<file path="config.mk">
export PLATFORM = sky130hd
export DESIGN_NAME = store_buffer
export DESIGN_NICKNAME = d
export VERILOG_FILES = /design/src/rtl/store_buffer.sv
export SDC_FILE = /design/constraint.sdc
export NUM_CORES = 1
export LEC_CHECK = 0
export CORE_MARGIN = 4
export CORE_UTILIZATION = 62
export DETAILED_ROUTE_END_ITERATION = 12
export GPL_ROUTABILITY_DRIVEN = 0
export PLACE_DENSITY = 0.87
export SYNTH_ARGS = -nofsm -noshare
export SYNTH_HDL_FRONTEND = slang
export SYNTH_SLANG_ARGS = --single-unit
</file>
<file path="constraint.sdc">
create_clock -name clk -period 8.61 [get_ports clk]
set_clock_uncertainty 0.2 [all_clocks]
set_input_delay 2.1525 -clock clk [delete_from_list [all_inputs] [get_ports clk]]
set_output_delay 2.1525 -clock clk [all_outputs]
set_load 0.02 [all_outputs]
</file>
<file path="src/rtl/store_buffer.sv">
// store_buffer: FIFO store buffer with same-word store merging and load forwarding
module store_buffer #(
  parameter int DATA_W = 32,
  parameter int ADDR_W = 32,
  parameter int DEPTH  = 4,
  parameter int MERGE  = 1
) (
  input  logic                       clk,
  input  logic                       rst_n,
  input  logic                       st_valid,
  input  logic [ADDR_W-1:0]          st_addr,
  input  logic [DATA_W-1:0]          st_data,
  input  logic [DATA_W/8-1:0]        st_be,
  output logic                       st_ready,
  input  logic                       ld_valid,
  input  logic [ADDR_W-1:0]          ld_addr,
  input  logic [DATA_W/8-1:0]        ld_be,
  output logic                       ld_hit,
  output logic [DATA_W-1:0]          ld_data,
  output logic                       ld_stall,
  output logic                       mem_wen,
  output logic [ADDR_W-1:0]          mem_addr,
  output logic [DATA_W-1:0]          mem_dout,
  output logic [DATA_W/8-1:0]        mem_be,
  input  logic                       mem_ack,
  output logic [$clog2(DEPTH):0]     count,
  output logic                       empty,
  output logic                       full
);
  localparam int BW  = DATA_W / 8;
  localparam int OFF = $clog2(BW);
  localparam int AW  = $clog2(DEPTH);
  localparam int WA  = ADDR_W - OFF;
  logic [WA-1:0]     r_addr [DEPTH];
  logic [DATA_W-1:0] r_data [DEPTH];
  logic [BW-1:0]     r_be   [DEPTH];
  logic [AW-1:0]     r_head, r_tail;
  logic [AW:0]       r_count;
  logic [AW-1:0]     w_young, w_idx;
  logic              w_merge, w_push, w_pop, w_found, w_unused;
  logic [BW-1:0]     w_mbe;
  logic [DATA_W-1:0] w_mdata;
  assign w_young  = r_tail - 1'b1;
  assign w_merge  = MERGE != 0 && st_valid && r_count >= 2 && r_addr[w_young] == st_addr[ADDR_W-1:OFF];
  assign empty    = r_count == 0;
  assign full     = r_count == (AW+1)'(DEPTH);
  assign w_push   = st_valid && !w_merge && !full;
  assign w_pop    = !empty && mem_ack;
  assign st_ready = w_merge || !full;
  assign count    = r_count;
  assign mem_wen  = !empty;
  assign mem_addr = ADDR_W'(r_addr[r_head]) << OFF;
  assign mem_dout = r_data[r_head];
  assign mem_be   = r_be[r_head];
  assign w_unused = ^{st_addr[OFF-1:0], ld_addr[OFF-1:0]};
  // scan oldest to youngest so the youngest match overwrites earlier ones
  always_comb begin
    w_found = 1'b0;
    w_mbe   = '0;
    w_mdata = '0;
    w_idx   = '0;
    for (int i = 0; i < DEPTH; i++) begin
      w_idx = r_head + AW'(i);
      if ((AW+1)'(i) < r_count && r_addr[w_idx] == ld_addr[ADDR_W-1:OFF]) begin
        w_found = 1'b1;
        w_mbe   = r_be[w_idx];
        w_mdata = r_data[w_idx];
      end
    end
  end
  assign ld_hit   = ld_valid && w_found && (w_mbe & ld_be) == ld_be;
  assign ld_stall = ld_valid && w_found && !ld_hit;
  assign ld_data  = ld_hit ? w_mdata : '0;
  always_ff @(posedge clk) begin
    if (!rst_n) begin
      r_head  <= '0;
      r_tail  <= '0;
      r_count <= '0;
      for (int i = 0; i < DEPTH; i++) r_be[i] <= '0;
    end else begin
      if (w_push) begin
        r_addr[r_tail] <= st_addr[ADDR_W-1:OFF];
        r_data[r_tail] <= st_data;
        r_be[r_tail]   <= st_be;
        r_tail         <= r_tail + 1'b1;
      end
      if (w_merge) begin
        for (int b = 0; b < BW; b++)
          if (st_be[b]) r_data[w_young][8*b +: 8] <= st_data[8*b +: 8];
        r_be[w_young] <= r_be[w_young] | st_be;
      end
      if (w_pop) r_head <= r_head + 1'b1;
      r_count <= r_count + (AW+1)'(w_push) - (AW+1)'(w_pop);
    end
  end
endmodule

</file>
# [Word-level counts from Yosys, hierarchy flattened]
# Memory sizes are Yosys's and may differ from the RTL's. A register that Yosys moved wholly into a read port is not among the register bits.
# Cells that the tools add are included.
[word_totals] register_bits=7 latchBits=0 mem_bits_rw=264 rom_bits=0 in_bits=109 out_inout_bits=109 elab_cells=99 n_memories=3
[classes] addsub=7 multipliers=0 div_mod_pow=0 order_cmp=5 n_eq_ne=7 shifts=0 muxes=51 bitwise_logic=2 reduce_logical=21
[mem_list] name="r_data" depth=4 word_bits=32 read_ports=4 rd_ports_with_merged_regs=1 wr=1 line="35" rtl="logic [DATA_W-1:0] r_data [DEPTH];"
[mem_list] name="r_addr" depth=4 word_bits=30 read_ports=5 rd_ports_with_merged_regs=1 wr=1 line="34" rtl="logic [WA-1:0] r_addr [DEPTH];"
[mem_list] name="r_be" depth=4 word_bits=4 read_ports=5 rd_ports_with_merged_regs=1 wr=4 line="36" rtl="logic [BW-1:0] r_be [DEPTH];"
[op_table] cell="$mux W32" count=6
[op_table] cell="$eq A30 B30 Y1" count=5
[op_table] cell="$reduce_or A32 Y1" count=1
[op_table] cell="$mux W1" count=29
[op_table] cell="$mux W4" count=7
[op_table] cell="$mux W2" count=9
[op_table] cell="$logic_and A1 B1 Y1" count=12
[op_table] cell="$reduce_or A4 Y1" count=2
[op_table] cell="$lt A1 B3 Y1 const A" count=2
[op_table] cell="$lt A2 B3 Y1 const A" count=2
[op_table] cell="$add A2 B1 Y2 const B" count=2
[op_table] cell="$add A2 B2 Y2 const B" count=2
[op_table] cell="$and A4 B4 Y4" count=1
[op_table] cell="$eq A4 B4 Y1" count=1
[op_table] cell="$logic_not A1 Y1" count=4
[op_table] cell="$or A4 B4 Y4" count=1
[op_table] cell="$add A3 B1 Y3" count=1
[op_table] cell="$eq A3 B3 Y1 const B" count=1
[op_table] cell="$ge A3 B2 Y1 const B" count=1
[op_table] cell="$logic_not A3 Y1" count=1
[op_table] cell="$sub A3 B1 Y3" count=1
[op_table] cell="$sub A2 B1 Y2 const B" count=1
[op_table] cell="$logic_or A1 B1 Y1" count=1

# [Longest topological paths before layout]
# An unclocked memory read counts as a cell.
[depth] depth_word=13 mapped_depth=19 ltp_nobuf=14

# [Least setup slack after synthesis]
# Ideal clock, no wire load.
[synth_timing] path_type="input to output" start="input port ld_addr[11]" end="output port ld_data[0]" arrival_time_ns=4.897 required_ns=6.258 slack_ns=1.360 cell_stages=12 path_buffers=2 path_cell_list="clkbuf_1 -> nor2b_1 -> mux2_2 -> o2111ai_1 -> nor4_1 -> nand4_1 -> buf_2 -> o21ai_1 -> a21oi_1 -> o41ai_4 -> nand4b_4 -> nor4_1"
[synth_between] elab_chain_len=10 elab_cells_between_ends=25 cone_classes="5 x eq/ne; 13 x mux; 1 x bitwise; 6 x reduce/logical"
[synth_rtl] element="start: declaration" line="16" rtl="input logic [ADDR_W-1:0] ld_addr,"
[synth_rtl] element="$eq A30 B30 Y1" line="64" rtl="if ((AW+1)'(i) < r_count && r_addr[w_idx] == ld_addr[ADDR_W-1:OFF]) begin"
[synth_rtl] element="$logic_and A1 B1 Y1" line="64"
[synth_rtl] element="$mux W4 (4 in a row)" line="64"
[synth_rtl] element="$and A4 B4 Y4" line="71" rtl="assign ld_hit = ld_valid && w_found && (w_mbe & ld_be) == ld_be;"
[synth_rtl] element="$eq A4 B4 Y1" line="71"
[synth_rtl] element="$logic_and A1 B1 Y1" line="71"
[synth_rtl] element="$mux W32 *" line="73" rtl="assign ld_data = ld_hit ? w_mdata : '0;"
[synth_rtl] element="end: declaration" line="19" rtl="output logic [DATA_W-1:0] ld_data,"
# Every way passes the cells marked *; elsewhere a longest branch is shown, timed or not.

# [Final worst setup path]
[layout_timing] start="input port ld_addr[16]" end="output port ld_data[23]"
# Same word-level chain as after synthesis.

==> flow_metrics.py <==
metrics = {
    "outcome": {
        "status": "completed",
    },
    "finish": {
        "multi_input_area_sq_um": 10600,
        "layout-drive-gt1-share_pct": 28.7,
        "final_cells": 1913,
        "fin_nets": 1606,
        "final_area_sq_um": 23100,
        "ff_latch_area_sq_um": 8120,
        "n_fill_cell": 1804,
        "syn2layout_area_growth_pct": 19.8,
    },
    "global_route": {
        "grt_use_total_pct": 33.3,
        "gr-usage-met2_pct": 55.8,
        "grt_use_met3_pct": 7.09,
        "busiest_layer": "met2",
        "grt_pass1_wl_mm": 85.8,
        "grt_overflow": 0,
        "antenna_found_initial": 5,
        "met1_usage_pct": 42.8,
        "first_global_vias": 14200,
        "grt_max_degree": 64,
    },
    "detailed_routing": {
        "drtIter0Drc": 2062,
        "drc": 0,
        "drt-pass1-iter-count": 6,
        "vias": 14500,
        "wirelength_mm": 57.7,
        "detail-route-antenna-nets": 0,
        "viasPerCell": 7.57,
        "wl_per_cell_um": 30.2,
    },
    "yosys": {
        "syn-instance-count": 1303,
        "ys.flop_type": "edfxtp_1",
        "yosysSeqAreaShare_pct": 42.0,
        "synth-seq-cells": 273,
        "synth_area_sq_um": 19300,
        "async_flop_share_pct": 0,
        "synth_edf_count": 264,
        "synth_cell_type_count": 59,
        "syn_area_per_cell_sq_um": 14.8,
        "ys_warn_count": 0,
    },
    "power_and_ir_drop": {
        "clkPwrFrac_pct": 23.4,
        "seq_power_share_pct": 30.4,
        "internal_power_mw": 3.66,
        "p_per_area_nw_per_um2": 246,
        "irDropWorstVdd_v": 0.000215,
        "p_sw_mw": 2.03,
        "power_leakage_nw": 7.50,
        "p_comb_share_pct": 46.2,
        "power_switching_share_pct": 35.7,
    },
    "place": {
        "dp_hpwl_mm": 38.8,
        "io_buffer_count": 211,
        "dpl.cell_count": 1851,
        "post_dp_cell_area_sq_um": 21900,
    },
    "die": {
        "io_pins": 218,
        "start_util_pct": 62.9,
        "dieArea_sq_um": 34000,
        "die_w_um": 184,
        "rows": 64,
        "core_sq_um": 30700,
        "die_h_um": 184,
    },
    "cts": {
        "htreeDepth": 1,
        "cts-root-buf": "clkbuf_16",
        "cts_buffer_depth": 3,
        "clkSinkCount": 273,
        "cts_buffers": 29,
        "clk_latency_ps": 580,
        "cts_tree": "done",
        "clk_pin_slew_ps": 60,
    },
    "run": {
        "cap_viol_max_count": 0,
    },
    "sta": {
        "setup_viol": 0,
        "relSlewSlack_pct": 32.8,
        "final_hold_viol_count": 0,
        "report.final.slew_viol_count": 0,
        "min_period_ps": 8520,
        "fmax_ghz": 0.117,
        "period_share_pct": 99.0,
        "finalHoldWorstSlack_ps": 462,
        "worstMarginPinSlew_ps": 1000,
    },
    "worst_setup_path": {
        "worstSetupStartpointType": "primary input",
        "path_max_fanout": 18,
        "cp.arrival_ps": 6170,
        "critPathCaptureType": "output pin",
        "crit_type": "primary input to output pin",
        "required_ps": 6260,
    },
    "worst_hold_path": {
        "hold_path_class": "register to register",
    },
}
logic make-up (layout without fill, tap and decap cells):
kind of cell / count (synthesis) / after routing / share of synthesized area (%)
muxes: 343 / 343 / 34.4
DFF: 273 / 273 / 42.0
and+or+nand+nor: 231 / 231 / 7.38
AOI/OAI and AO/OA: 153 / 153 / 5.43
buffers and inverters: 147 / 354 / 3.53
xor gates and xnor gates: 146 / 146 / 6.62
adders and majority gates: 9 / 9 / 0.622
other: 1 / 8 / 0.0194
sequential cells by signal (all words and copies together) (netlist names), named ones only:
name    count
r_head      2
r_data    128
r_be       16
r_addr    120
count       3
r_tail      2
power groups by stage:
stage	registers, mW	clock network (mW)	logic [mW]
after floorplan	1.64	0	1.90
after global placement	1.73	0	2.51
after detailed placement	1.75	0	2.55
after CTS	1.72	1.33	2.59
after global routing	1.74	1.39	2.75
final	1.73	1.33	2.63
layer usage:
layer  up-vias  share of wire (%)
li1       5772                  -
met4         2                4.9
met5         -              0.023
met3       207                 13
met2      1284                 49
met1      7220                 33
layout by cell type (no fill, tap or decap), types with 6 or more instances in the layout:
master and instances:
edfxtp_1 264, mux4_2 255, clkdlybuf4s50_1 180, xnor2_1 96, mux2i_1 74, buf_4 55, nor2_1 54, xor2_1 42
nor2b_1 41, o22ai_1 36, a211oi_1 35, a21oi_1 29, nor4_2 29, clkbuf_16 29, dlymetal6s2s_1 26, nand4_1 25
inv_1 21, nand2_1 21, nor4_1 16, mux2_2 13, nand3_1 12, and2_1 11, o21ai_0 10, nor3_1 9
buf_12 9, xnor2_2 8, ha_1 8, a31oi_1 7, diode_2 6, o2111ai_1 6, clkinvlp_4 6
critical path, stage by stage:
cell and delay [ps]:
clkdlybuf4s50_1 530, buf_4 220, xnor2_1 220, nand4_1 140, nor4_2 360, nand4_1 240
buf_4 240, o21ai_1 150, a21oi_1 100, o41ai_4 440, nand4b_4 150, buf_12 170
buf_12 160, nor4_2 250, clkdlybuf4s50_1 640
worst paths after layout:
check | end | startpoint | slack [ps] | depth (start not counted)
worst max-delay path | ld_data[23] | ld_addr[16] | 90 | 15
worst max register to register | r_data[0][23] | r_tail[1] | 1980 | 12
worst min register to register | r_tail[1] | r_tail[1] | 460 | 2
worst min-delay path | r_tail[1] | r_tail[1] | 460 | 2
area by class of cell:
cell class,count,share of cell area (%)
multi-input cells,884,45.9
flip-flops and latches,273,35.1
repair buffers,275,11.9
clock buffers,31,3.17
well taps,396,2.14
clock inverters,23,1.22
inverters,25,0.406
diodes,6,0.0649
Yosys cell counts (all sizes together) (3+ instances only):
master / count / area share [%]
a211oi: 35 / 1.4
mux4: 255 / 30
a22oi: 5 / 0.19
nand4: 25 / 0.81
nor4: 47 / 2.4
and2: 11 / 0.36
mux2i: 74 / 3.8
a2111oi: 4 / 0.18
inv: 23 / 0.45
a31oi: 7 / 0.23
dfxtp: 9 / 0.93
a21oi: 29 / 0.75
o21ai: 12 / 0.31
nor2b: 42 / 1.4
xor2: 42 / 1.9
clkbuf: 55 / 1.1
edfxtp: 264 / 41
xnor2: 104 / 4.7
nor3: 9 / 0.23
o211ai: 3 / 0.12
nand2: 22 / 0.43
o2111ai: 6 / 0.27
o22ai: 36 / 1.2
nor2: 54 / 1.0
ha: 8 / 0.52
mux2: 14 / 0.82
buf: 67 / 2.0
nand3: 12 / 0.31
timing repair:
item | CTS | global route
hold buffers | 0 | 0
endpoints found under the setup margin | 33 | 33
resized for setup | 16 | 31
pin swaps | 3 | 4
endpoints found under the hold margin | 0 | 0
cloned | 0 | 0
buffers inserted | 1 | 1
stage by stage:
stage	utilization, %	worst slack, ps	total power, mW	TNS, ps
final	75.4	86.1	5.69	0
after global routing	75.4	-8.36	5.88	-11.1
after CTS	75.0	1.03	5.64	0
after detailed placement	71.5	-338	4.29	-6220
after global placement	71.5	-188	4.24	-3240
after floorplan	-	1360	3.54	0
Power figures use the tool's default switching activity.
